<file path="config.mk">
export PLATFORM = sky130hd
export DESIGN_NAME = ft600_tx_arbiter
export DESIGN_NICKNAME = d
export VERILOG_FILES = /design/src/rtl/ft600_tx_arbiter.sv
export SDC_FILE = /design/constraint.sdc
export NUM_CORES = 1
export LEC_CHECK = 0
export BUFFER_PORTS_ARGS = -buffer_cell sky130_fd_sc_hd__buf_2
export CORE_ASPECT_RATIO = 0.8
export CORE_MARGIN = 10
export CORE_UTILIZATION = 29
export CTS_BUF_LIST = sky130_fd_sc_hd__clkbuf_16
export DETAILED_ROUTE_END_ITERATION = 7
export GPL_TIMING_DRIVEN = 0
export PLACE_DENSITY_LB_ADDON = 0.25
export SLEW_MARGIN = 5
export SYNTH_ARGS = -nofsm -noshare
export SYNTH_HDL_FRONTEND = slang
export SYNTH_SLANG_ARGS = --single-unit
</file>
<file path="constraint.sdc">
create_clock -name clk -period 3.5 [get_ports clk]
set_clock_uncertainty 0.15 [all_clocks]
set_input_delay 0.175 -clock clk [delete_from_list [all_inputs] [get_ports clk]]
set_output_delay 0.175 -clock clk [all_outputs]
set_load 0.02 [all_outputs]
</file>
<file path="src/rtl/ft600_tx_arbiter.sv">
// ft600_tx_arbiter: round-robin arbiter that shares the FT600 bridge TX write port among
// NUM_CH 16-bit stream requesters. Each grant emits one framed burst:
//   header  {4'hA, ch, 8'h00}
//   0..BURST_MAX payload words
//   trailer {type, ch, count}
// Trailer type 4'hE means the burst ended on req_last. 4'hC means the burst was cut at
// BURST_MAX and continues in a later burst. 4'hD means the burst was closed by the idle
// timeout.
//
// Ports:
//   clk, rst   clock and asynchronous active-high reset
//   req_*      per-channel valid/data/last inputs; req_ready is the per-channel accept
//   tx_en/tx_in/tx_full
//              write side of the bridge TX FIFO; tx_en is never high while tx_full is high
//   grant_ch   channel that is currently granted (valid while busy)
//   busy       FSM is outside IDLE
//
// tx_en, tx_in and req_ready are decoded combinationally from registered state and the
// current tx_full/req_* inputs. This lets a word move in the same cycle it is offered.
//
// Optional feature: define FT_ARB_TIMEOUT_EN to close a DATA phase after TIMEOUT
// consecutive cycles without a transfer.
module ft600_tx_arbiter #(
  parameter int unsigned NUM_CH    = 4,
  parameter int unsigned BURST_MAX = 32,
  parameter int unsigned TIMEOUT   = 16
) (
  input  logic                   clk,
  input  logic                   rst,
  input  logic [NUM_CH-1:0]      req_valid,
  input  logic [16*NUM_CH-1:0]   req_data,
  input  logic [NUM_CH-1:0]      req_last,
  output logic [NUM_CH-1:0]      req_ready,
  output logic                   tx_en,
  output logic [15:0]            tx_in,
  input  logic                   tx_full,
  output logic [3:0]             grant_ch,
  output logic                   busy
);

  localparam int unsigned DW  = 16;
  localparam int unsigned CHW = 4;
  localparam int unsigned CW  = 8;

  localparam logic [3:0] MAGIC     = 4'hA;
  localparam logic [3:0] TYPE_LAST = 4'hE;
  localparam logic [3:0] TYPE_CUT  = 4'hC;
`ifdef FT_ARB_TIMEOUT_EN
  localparam logic [3:0] TYPE_TMO  = 4'hD;
`endif

  // Reject parameter values outside the supported ranges at elaboration time.
  if (NUM_CH < 1 || NUM_CH > 16 || BURST_MAX < 1 || BURST_MAX > 255 ||
      TIMEOUT < 1 || TIMEOUT > 255) begin : g_param_check
    $error("ft600_tx_arbiter: parameter out of range");
  end

  typedef enum logic [1:0] {IDLE, HEADER, DATA, TRAILER} state_t;

  state_t           state_q, state_d;
  logic [CHW-1:0]   grant_d;
  logic [CHW-1:0]   last_grant_q, last_grant_d;
  logic [3:0]       trl_type_q, trl_type_d;
  logic [CW-1:0]    count_q, count_d;
`ifdef FT_ARB_TIMEOUT_EN
  logic [CW-1:0]    idle_q, idle_d;
`endif

  logic             sel_valid;
  logic             sel_last;
  logic [DW-1:0]    sel_data;
  logic             hit_max;
  logic             found;
  logic [CHW-1:0]   pick;
  logic             xfer;

  assign busy = (state_q != IDLE);

  // Select the granted channel's request signals.
  always_comb begin
    sel_valid = 1'b0;
    sel_last  = 1'b0;
    sel_data  = '0;
    for (int i = 0; i < int'(NUM_CH); i++) begin
      if (grant_ch == CHW'(i)) begin
        sel_valid = req_valid[i];
        sel_last  = req_last[i];
        sel_data  = req_data[DW*i +: DW];
      end
    end
  end

  // Round-robin pick: search last_grant+1, +2, ... (mod NUM_CH) and take the first valid
  // channel found. The last granted channel is checked last, so it cannot win while
  // another channel is requesting.
  always_comb begin
    found = 1'b0;
    pick  = '0;
    for (int k = 1; k <= int'(NUM_CH); k++) begin
      for (int i = 0; i < int'(NUM_CH); i++) begin
        if (!found && req_valid[i] &&
            (i == ((int'(last_grant_q) + k) % int'(NUM_CH)))) begin
          found = 1'b1;
          pick  = CHW'(i);
        end
      end
    end
  end

  assign hit_max = ((9'(count_q) + 9'd1) == 9'(BURST_MAX));

  // Next-state and output decode.
  always_comb begin
    state_d      = state_q;
    grant_d      = grant_ch;
    count_d      = count_q;
    last_grant_d = last_grant_q;
    trl_type_d   = trl_type_q;
`ifdef FT_ARB_TIMEOUT_EN
    idle_d       = idle_q;
`endif
    tx_en        = 1'b0;
    tx_in        = '0;
    req_ready    = '0;
    xfer         = 1'b0;

    case (state_q)
      IDLE: begin
        if (found) begin
          grant_d = pick;
          count_d = '0;
          state_d = HEADER;
        end
      end

      HEADER: begin
        if (!tx_full) begin
          tx_en   = 1'b1;
          tx_in   = {MAGIC, grant_ch, 8'h00};
          state_d = DATA;
`ifdef FT_ARB_TIMEOUT_EN
          idle_d  = '0;
`endif
        end
      end

      DATA: begin
        for (int i = 0; i < int'(NUM_CH); i++) begin
          if (grant_ch == CHW'(i)) req_ready[i] = !tx_full;
        end
        xfer = sel_valid && !tx_full;
        if (xfer) begin
          tx_en   = 1'b1;
          tx_in   = sel_data;
          count_d = count_q + 8'd1;
`ifdef FT_ARB_TIMEOUT_EN
          idle_d  = '0;
`endif
          // If req_last arrives on the BURST_MAX word, the burst still counts as ended.
          if (sel_last || hit_max) begin
            state_d    = TRAILER;
            trl_type_d = sel_last ? TYPE_LAST : TYPE_CUT;
          end
        end
`ifdef FT_ARB_TIMEOUT_EN
        else begin
          idle_d = idle_q + 8'd1;
          if (idle_d == CW'(TIMEOUT)) begin
            state_d    = TRAILER;
            trl_type_d = TYPE_TMO;
          end
        end
`endif
      end

      TRAILER: begin
        if (!tx_full) begin
          tx_en        = 1'b1;
          tx_in        = {trl_type_q, grant_ch, count_q};
          last_grant_d = grant_ch;
          state_d      = IDLE;
        end
      end

      default: state_d = IDLE;
    endcase
  end

  // State registers. Reset aborts any burst that is in progress without sending a trailer.
  always_ff @(posedge clk or posedge rst) begin
    if (rst) begin
      state_q      <= IDLE;
      grant_ch     <= '0;
      last_grant_q <= CHW'(NUM_CH - 1);
      count_q      <= '0;
      trl_type_q   <= TYPE_LAST;
`ifdef FT_ARB_TIMEOUT_EN
      idle_q       <= '0;
`endif
    end else begin
      state_q      <= state_d;
      grant_ch     <= grant_d;
      last_grant_q <= last_grant_d;
      count_q      <= count_d;
      trl_type_q   <= trl_type_d;
`ifdef FT_ARB_TIMEOUT_EN
      idle_q       <= idle_d;
`endif
    end
  end

endmodule

</file>
==> results of run 1 <==
[synth_stat cells (3+ instances only)]
master    number
nor2_1        29
mux4_2        18
nand2_1       18
dfrtp_1       12
a22oi_1       10
inv_1          7
a21oi_1        6
ha_1           6
o21ai_0        6
clkbuf_1       5
nor3b_1        5
a31oi_1        4
nand3_1        4
and3_1         3
buf_2          3
dfstp_2        3
mux2_2         3
mux2i_1        3
nor2b_1        3
[final timing paths]
check / startpoint / endpoint / slack [ns] / cells past startpoint
max in group asynchronous: rst / count_q[3] / 2.42 / 3
hold / removal: req_valid[0] / grant_ch[0] / 0.18 / 4
setup / recovery: state_q[0] / tx_in[13] / 0.83 / 9
setup reg to reg: state_q[0] / trl_type_q[1] / 1.28 / 6
hold reg to reg: count_q[6] / count_q[6] / 0.38 / 1
min in group asynchronous: rst / grant_ch[0] / 0.39 / 3
[final cells by class]
| class | count | area (um^2) |
|---|---|---|
| Clock buffer | 3 | 75.1 |
| Inverter | 7 | 26.3 |
| Fill cell | 582 | 3150 |
| Tap cell | 78 | 97.6 |
| Timing Repair Buffer | 99 | 500 |
| Multi-Input combinational cell | 142 | 1150 |
| Sequential cell | 15 | 379 |
| Buffer | 14 | 78.8 |
| Clock inverter | 1 | 3.75 |
[layer usage]
metal / up-vias / global-route usage (%) / wire (um)
li1: 867 / - / -
met1: 840 / 14.3 / 2370
met2: 75 / 21.1 / 2660
met3: 2 / 5.99 / 684
met4: 0 / 3.78 / 44
met5: - / 0 / 0
[through the flow]
step	power, uW	std cells	hold WS (ns)	util [%]	setup WS, ns
after CTS	1590	359	0.187	42.4	0.833
after detailed placement	1360	354	0.124	40.7	1.11
after floorplan	1080	178	-0.0757	-	1.32
after global placement	1350	354	0.125	40.7	1.14
after global routing	1710	359	0.241	42.4	0.644
final	1580	359	0.179	42.4	0.826
[kinds of logic after synthesis]
logic type | count (synthesis) | synth area share (%)
muxes | 24 | 28.7
other | 1 | 0.229
AOI/OAI and AO/OA | 37 | 15.0
DFF | 15 | 23.2
buffers and inverters | 21 | 6.43
and+or+nand+nor | 72 | 21.2
adders and majority gates | 7 | 5.21
[worst register-to-register path, cell delays in order (launching register included)]
cell     delay [ns]
dfrtp_1        0.41
inv_1          0.12
ha_1           0.27
nor2b_1        0.33
nand2_1        0.30
or2_2          0.37
a22o_1         0.18
[state kept, by name (all words and copies together) (netlist names)]
register / count
count_q: 8
grant_ch: 2
last_grant_q: 2
state_q: 2
trl_type_q: 1
[power by group through the flow]
stage	logic (uW)	clock network [uW]	registers, uW
3_5_place_dp	1070	0	292
5_1_grt	1180	233	299
2_1_floorplan	783	0	293
4_1_cts	1080	223	290
6_report	1070	218	290
3_3_place_gp	1060	0	289
[what timing repair did]
item	in CTS	in global routing
endpoints found under the hold margin	12	0
setup buffers	0	0
hold buffers	1	0
gates resized for setup	0	0
==> flow_metrics.py, run 1 <==
metrics = {
    "status": {
        "status": "finished, final reports clean",
    },
    "sta": {
        "maxSlewHeadroom_pct": 60.6,
        "hold_viol": 0,
        "finalCritPeriodShare_pct": 76.4,
        "post-route-min-period_ns": 2.67,
        "worst_pin_slew_ns": 0.590,
        "setup_viol": 0,
        "max_freq_mhz": 374,
        "rsz0062_at_grt": "false",
        "setup_tns_ns": 0,
        "maxSlewViolCount": 0,
    },
    "placement": {
        "place_congestion": 0.881,
        "io_buffers": 98,
        "dpl.hpwl_um": 4960,
        "postPlaceCellArea_um2": 2230,
    },
    "critical_path": {
        "worstSetupPathType": "flop to output port",
        "path_buf_inv": 4,
        "cpMostUsedCell": "buf_2",
        "crit_chain": "inv_1 > ha_1 > nor2b_1 > and2_4 > buf_6 > buf_2 > nand2_1 > a21oi_1 > buf_2",
        "cpPeakStageDelay_ns": 0.41,
        "cp-start-kind": "flop",
        "cp-end-kind": "output port",
        "critPathArrivalTime_ns": 2.35,
        "crit_family": "buffers and inverters",
        "cp_max_fo": 10,
        "required_ns": 3.17,
        "cpMaxStageDelayCell": "dfrtp_1",
    },
    "layout": {
        "n_antenna_cell": 0,
        "drive_gt1_share_pct": 47.7,
        "nets": 363,
        "layout_commonest_cell": "buf_2",
        "final_area_um2": 2310,
        "final_cell_mix": "buf_2 (101), nor2_1 (29), mux4_2 (18), nand2_1 (18), dfrtp_1 (12)",
        "synthToLayoutAreaGrowth_pct": 41.7,
    },
    "grt": {
        "grt_pass1_wl_um": 9560,
        "overflow": 0,
        "grt_max_degree": 16,
        "antenna_found_initial": 0,
        "grtUsageTotal_pct": 12.7,
        "grt_pass1_vias": 1953,
    },
    "die": {
        "die_area_um2": 9060,
        "start_util_pct": 29.9,
        "core_um2": 5470,
        "ioPinCount": 101,
        "rows": 24,
        "fp.dieH_um": 87.1,
        "fp.dieW_um": 104,
    },
    "yosys": {
        "yosys-top-cells-area": "mux4_2 (25%), dfrtp_1 (18%), nor2_1 (6.7%)",
        "synth_top_area_share_pct": 24.8,
        "avgSynthCellArea_um2": 9.23,
        "yosys_warnings": 0,
        "ys.flop_type": "dfrtp_1",
        "synth.distinct_cells": 41,
        "synth_edf_count": 0,
        "seq_area_frac_synth_pct": 23.2,
        "syn_inst": 177,
        "ys_ff_latch": 15,
        "syn_area_um2": 1630,
        "netlist.top_cell.by_area": "mux4_2",
        "async_reset_ff_share_pct": 100,
    },
    "routing": {
        "first_pass_iters": 4,
        "drc": 0,
        "wl_per_cell_um": 16.0,
        "drt_wl_total_um": 5760,
        "routed_via_density": 4.97,
        "num_vias": 1784,
        "drtIter0Drc": 96,
        "ant_nets": 0,
    },
    "clock_tree": {
        "cts_max_path_buffers": 2,
        "cts_tree": "yes",
        "path_clk_slew_ns": 0.05,
        "clock_latency_ns": 0.24,
        "cts_buffers": 3,
        "clkSinkCount": 15,
        "cts_root_buf": "clkbuf_16",
        "htree_levels": 1,
    },
    "power": {
        "p_leak_uw": 0.00112,
        "p_sw_uw": 708,
        "p_seq_share_pct": 18.4,
        "p_int_uw": 867,
        "clkPwrFrac_pct": 13.9,
        "swShare_pct": 44.9,
        "combPwrFrac_pct": 67.7,
        "power.density_nw_per_um2": 681,
        "irDropWorstVdd_uv": 402,
    },
    "hold_path": {
        "min_path_type": "input port to flop",
    },
    "flow_run": {
        "maxCapViolations": 0,
    },
}
Power figures use the tool's default switching activity.
==> inputs of run 2 (changes only) <==
==> constraint.sdc (replaced) <==
create_clock -name clk -period 2.4 [get_ports clk]
set_clock_uncertainty 0.15 [all_clocks]
set_input_delay 0.12 -clock clk [delete_from_list [all_inputs] [get_ports clk]]
set_output_delay 0.12 -clock clk [all_outputs]
set_load 0.02 [all_outputs]
==> run 2 against run 1 <==
Compared with the run above: flip-flop and latch count stayed put; hold slack worse by 0.055 ns; power is 55% higher; core utilization is 1.9 points higher; design area is 4.4% higher; first-iteration DRC count is 8.3% higher; sequential share of layout area is 0.70 points lower; critical path depth is 1 lower; via count is 2.0% higher; largest cell class unchanged; worst setup slack worse by 0.77 ns; register-to-register slack worse by 0.96 ns.
==> flow_metrics.py, run 2 (same netlist as run 1, synthesis figures left out) <==
metrics = {
    "placement": {
        "place_ws_ns": 0.0664,
        "place_congestion": 0.881,
        "io_buffers": 98,
        "dpl.hpwl_um": 4960,
    },
    "sta": {
        "setup_tns_ns": 0,
        "max_freq_mhz": 427,
        "layout_setup_ws_ns": 0.0585,
        "worst_pin_slew_ns": 0.591,
        "maxSlewHeadroom_pct": 60.5,
        "maxSlewViolCount": 0,
        "hold_viol": 0,
        "rsz0062_at_grt": "true",
        "finalCritPeriodShare_pct": 97.6,
        "setup_viol": 0,
        "post-route-min-period_ns": 2.34,
    },
    "critical_path": {
        "startpoint": "grant_ch[0]",
        "worstSetupPathType": "flop to output port",
        "cp_max_fo": 10,
        "cp-end-kind": "output port",
        "cp-start-kind": "flop",
        "required_ns": 2.13,
        "ff2ff_path_depth": 5,
        "timing.rr.start": "count_q[0]",
        "critPathArrivalTime_ns": 2.07,
    },
    "layout": {
        "drive_gt1_share_pct": 51.7,
        "layout_commonest_cell": "buf_2",
        "final_cell_mix": "buf_2 (94), nor2_1 (29), mux4_2 (18), nand2_1 (18), buf_4 (13)",
        "fillCellCount": 575,
        "register_area_um2": 379,
        "largest_reg_flops": 8,
        "synthToLayoutAreaGrowth_pct": 47.9,
        "top_register": "count_q",
        "nets": 368,
        "multiInputGateArea_um2": 1190,
        "n_antenna_cell": 0,
    },
    "hold_path": {
        "hp-start": "req_valid[0]",
        "min_path_type": "input port to flop",
        "hold_path_depth": 4,
    },
    "clock_tree": {
        "clock_latency_ns": 0.24,
        "cts_max_path_buffers": 2,
        "clkSinkCount": 15,
        "cts_tree": "yes",
        "cts_root_buf": "clkbuf_16",
        "htree_levels": 1,
        "path_clk_slew_ns": 0.05,
        "cts_buffers": 3,
    },
    "grt": {
        "grt_pass1_vias": 1967,
        "grtUsageTotal_pct": 12.8,
        "grt_max_degree": 16,
        "overflow": 0,
        "antenna_found_initial": 0,
        "grt_pass1_wl_um": 9620,
    },
    "routing": {
        "wl_per_cell_um": 16.1,
        "routed_via_density": 5.00,
        "ant_nets": 0,
        "drtIter0Drc": 104,
        "num_vias": 1819,
        "drt_wl_total_um": 5850,
        "first_pass_iters": 5,
        "drc": 0,
    },
    "die": {
        "start_util_pct": 29.9,
        "fp.dieH_um": 87.1,
        "fp.dieW_um": 104,
        "die_area_um2": 9060,
        "rows": 24,
        "core_um2": 5470,
        "ioPinCount": 101,
    },
    "power": {
        "p_leak_uw": 0.00116,
        "irDropWorstVdd_uv": 712,
        "power.density_nw_per_um2": 1010,
    },
    "flow_run": {
        "maxCapViolations": 0,
    },
    "status": {
        "status": "finished, final reports clean",
    },
}
[run 2: changes by cell type in the layout (fill, tap and decap cells not counted)]
cell / previous run / this run
ha_4: 0 / 1
clkbuf_2: 0 / 4
ha_1: 6 / 5
buf_4: 2 / 13
a22oi_2: 0 / 3
nor2b_4: 0 / 1
buf_2: 101 / 94
a22oi_1: 10 / 7
clkbuf_1: 5 / 1
buf_8: 0 / 1
nor2b_1: 3 / 2
[run 2: final timing paths]
path,end,slack [ns]
setup / recovery,tx_in[3],0.06
hold / removal,grant_ch[0],0.12
setup reg to reg,state_q[1],0.32
hold reg to reg,count_q[7],0.39
max in group asynchronous,count_q[4],1.37
min in group asynchronous,grant_ch[0],0.34
[run 2: stage by stage]
stage          hold WS (ns)  util [%]  instance area, um^2  total power (uW)  cells
6_report              0.125      44.2                 2420              2440    364
5_1_grt               0.186      44.2                 2420              2640    364
4_1_cts               0.132      43.2                 2360              2390    363
3_5_place_dp         0.0694      40.7                 2230              1990    354
3_3_place_gp         0.0696      40.7                 2230              1970    354
2_1_floorplan        -0.131         -                 1640              1570    178
[run 2: repair_timing]
action                                  in CTS  in global routing
buffers inserted                             4                  1
pin swaps                                    0                  1
gates resized for setup                      6                 19
endpoints found under the setup margin      14                 14
hold buffers                                 1                  0
hold endpoints to repair                    12                  0
[run 2: critical path, stage by stage (launching register included)]
cell     delay, ns
dfrtp_1       0.35
buf_6         0.13
mux4_2        0.52
and2_4        0.17
buf_6         0.14
buf_8         0.14
a22oi_1       0.15
nor2_1        0.07
buf_4         0.16
[run 2: per-layer routing]
metal | track usage, % | vias up | wire [um]
met5 | 0 | - | 0
met4 | 3.78 | 0 | 44
li1 | - | 876 | -
met1 | 14.3 | 851 | 2310
met2 | 21.4 | 90 | 2730
met3 | 5.99 | 2 | 771
[run 2: power by group]
part           internal (uW)  switching [uW]  total, uW
Clock                    220            99.3        320
Combinational            796             894       1690
Sequential               349            78.4        428
[run 2: area by class of cell]
class | instances | share of cell area, %
Multi-Input combinational cell | 142 | 49.2
Timing Repair Buffer | 104 | 22.8
Sequential cell | 15 | 15.7
Tap cell | 78 | 4.04
Buffer | 14 | 3.99
Clock buffer | 3 | 3.11
Inverter | 7 | 1.09
Clock inverter | 1 | 0.155
==> inputs of run 3 (changes only) <==
--- a/config.mk
+++ b/config.mk
@@ -13,6 +13,8 @@
 export DETAILED_ROUTE_END_ITERATION = 7
 export GPL_TIMING_DRIVEN = 0
 export PLACE_DENSITY_LB_ADDON = 0.25
+export RECOVER_POWER = 100
+export SKIP_LAST_GASP = 1
 export SLEW_MARGIN = 5
 export SYNTH_ARGS = -nofsm -noshare
 export SYNTH_HDL_FRONTEND = slang
==> run 3 against run 2 <==
Compared with the run above: global-route usage is the same; core utilization shrank 0.092 points; critical path depth is the same; sequential share of layout area is essentially flat; flip-flop and latch count is the same; critical endpoint unchanged.
==> flow_metrics.py, run 3 (same netlist as run 1, synthesis figures left out) <==
metrics = {
    "hold_path": {
        "min_path_type": "input port to flop",
        "hold_path_depth": 4,
        "hp-start": "req_valid[0]",
    },
    "die": {
        "ioPinCount": 101,
        "fp.dieH_um": 87.1,
        "start_util_pct": 29.9,
        "rows": 24,
        "core_um2": 5470,
        "fp.dieW_um": 104,
        "die_area_um2": 9060,
    },
    "placement": {
        "dpl.cell_count": 354,
        "place_congestion": 0.881,
        "postPlaceCellArea_um2": 2230,
        "dpl.hpwl_um": 4960,
        "io_buffers": 98,
    },
    "routing": {
        "drc": 0,
        "drt_wl_total_um": 5890,
        "ant_nets": 0,
        "drtIter0Drc": 110,
        "routed_via_density": 4.99,
        "first_pass_iters": 4,
        "num_vias": 1815,
        "wl_per_cell_um": 16.2,
    },
    "critical_path": {
        "worstSetupPathType": "flop to output port",
        "cp_max_fo": 10,
        "critPathArrivalTime_ns": 2.07,
        "startpoint": "grant_ch[0]",
        "cp-start-kind": "flop",
        "required_ns": 2.13,
        "timing.rr.start": "count_q[0]",
        "cp-end-kind": "output port",
        "ff2ff_path_depth": 5,
    },
    "status": {
        "status": "finished, final reports clean",
    },
    "layout": {
        "top_register": "count_q",
        "largest_reg_flops": 8,
        "synthToLayoutAreaGrowth_pct": 47.6,
        "n_antenna_cell": 0,
        "final_area_um2": 2410,
        "final_cells": 364,
        "final_cell_mix": "buf_2 (90), nor2_1 (29), mux4_2 (18), nand2_1 (18), buf_4 (13)",
        "drive_gt1_share_pct": 50.3,
        "fillCellCount": 576,
        "layout_commonest_cell": "buf_2",
        "final_util_pct": 44.1,
        "nets": 368,
    },
    "grt": {
        "grt_pass1_wl_um": 9620,
        "top_usage_layer": "met2",
        "grt_max_degree": 16,
        "overflow": 0,
        "grtUsageTotal_pct": 12.8,
        "met2_usage_pct": 21.4,
        "antenna_found_initial": 0,
        "globalRouteMet1Util_pct": 14.3,
        "grt_pass1_vias": 1967,
        "use_met3_pct": 5.99,
    },
    "flow_run": {
        "maxCapViolations": 0,
    },
    "sta": {
        "worst_pin_slew_ns": 0.591,
        "finalCritPeriodShare_pct": 97.6,
        "rsz0062_at_grt": "true",
        "maxSlewHeadroom_pct": 60.6,
        "setup_tns_ns": 0,
        "post-route-min-period_ns": 2.34,
        "maxSlewViolCount": 0,
        "setup_viol": 0,
        "hold_viol": 0,
        "max_freq_mhz": 427,
    },
    "clock_tree": {
        "path_clk_slew_ns": 0.05,
        "cts_max_path_buffers": 2,
        "clock_latency_ns": 0.24,
        "htree_levels": 1,
        "clkSinkCount": 15,
        "cts_buffers": 3,
        "cts_tree": "yes",
        "cts_root_buf": "clkbuf_16",
    },
    "power": {
        "power_uw": 2430,
        "p_leak_uw": 0.00115,
        "irDropWorstVdd_uv": 709,
        "power.density_nw_per_um2": 1010,
    },
}
run 3: worst paths after layout:
check                               to  slack [ns]
max                           tx_in[3]        0.06
min                        grant_ch[0]        0.12
max reg2reg                 state_q[1]        0.30
min reg2reg                 count_q[7]        0.39
max in group asynchronous   count_q[4]        1.37
min in group asynchronous  grant_ch[0]        0.33
run 3: cell type report:
cell class / count / area, um^2 / share of cell area (%)
Buffer: 14 / 96.3 / 3.99
Sequential cell: 15 / 379 / 15.7
Tap cell: 78 / 97.6 / 4.05
Clock inverter: 1 / 3.75 / 0.156
Clock buffer: 3 / 75.1 / 3.11
Timing Repair Buffer: 104 / 546 / 22.6
Multi-Input combinational cell: 142 / 1190 / 49.3
Inverter: 7 / 26.3 / 1.09
run 3: repair_timing:
item,CTS,global route
gates resized for setup,6,19
buffers inserted,4,1
hold buffers,1,0
setup endpoints to repair,14,14
pin swaps,0,1
endpoints found under the hold margin,12,0
run 3: metal layers:
metal,wire [um],share of wire (%)
met5,0,0
met4,44,0.75
met3,769,13
met2,2720,46
met1,2350,40
run 3: where the power goes:
part | internal, uW | switching, uW | leakage (uW) | total (uW)
registers | 349 | 78.1 | 0.000190 | 427
logic | 789 | 895 | 0.000916 | 1680
clock network | 221 | 103 | 0.0000423 | 324
run 3: metrics by stage:
stage,setup WS [ns],hold slack [ns]
global route,-0.0449,0.186
global placement,0.0940,0.0696
CTS,0.00825,0.132
finish,0.0582,0.122
detailed placement,0.0664,0.0694
floorplan,0.273,-0.131
run 3: critical path, stage by stage (launching register included):
cell	delay, ns
dfrtp_1	0.35
buf_6	0.13
mux4_2	0.52
and2_4	0.17
buf_6	0.14
buf_8	0.14
a22oi_1	0.15
nor2_1	0.07
buf_4	0.16
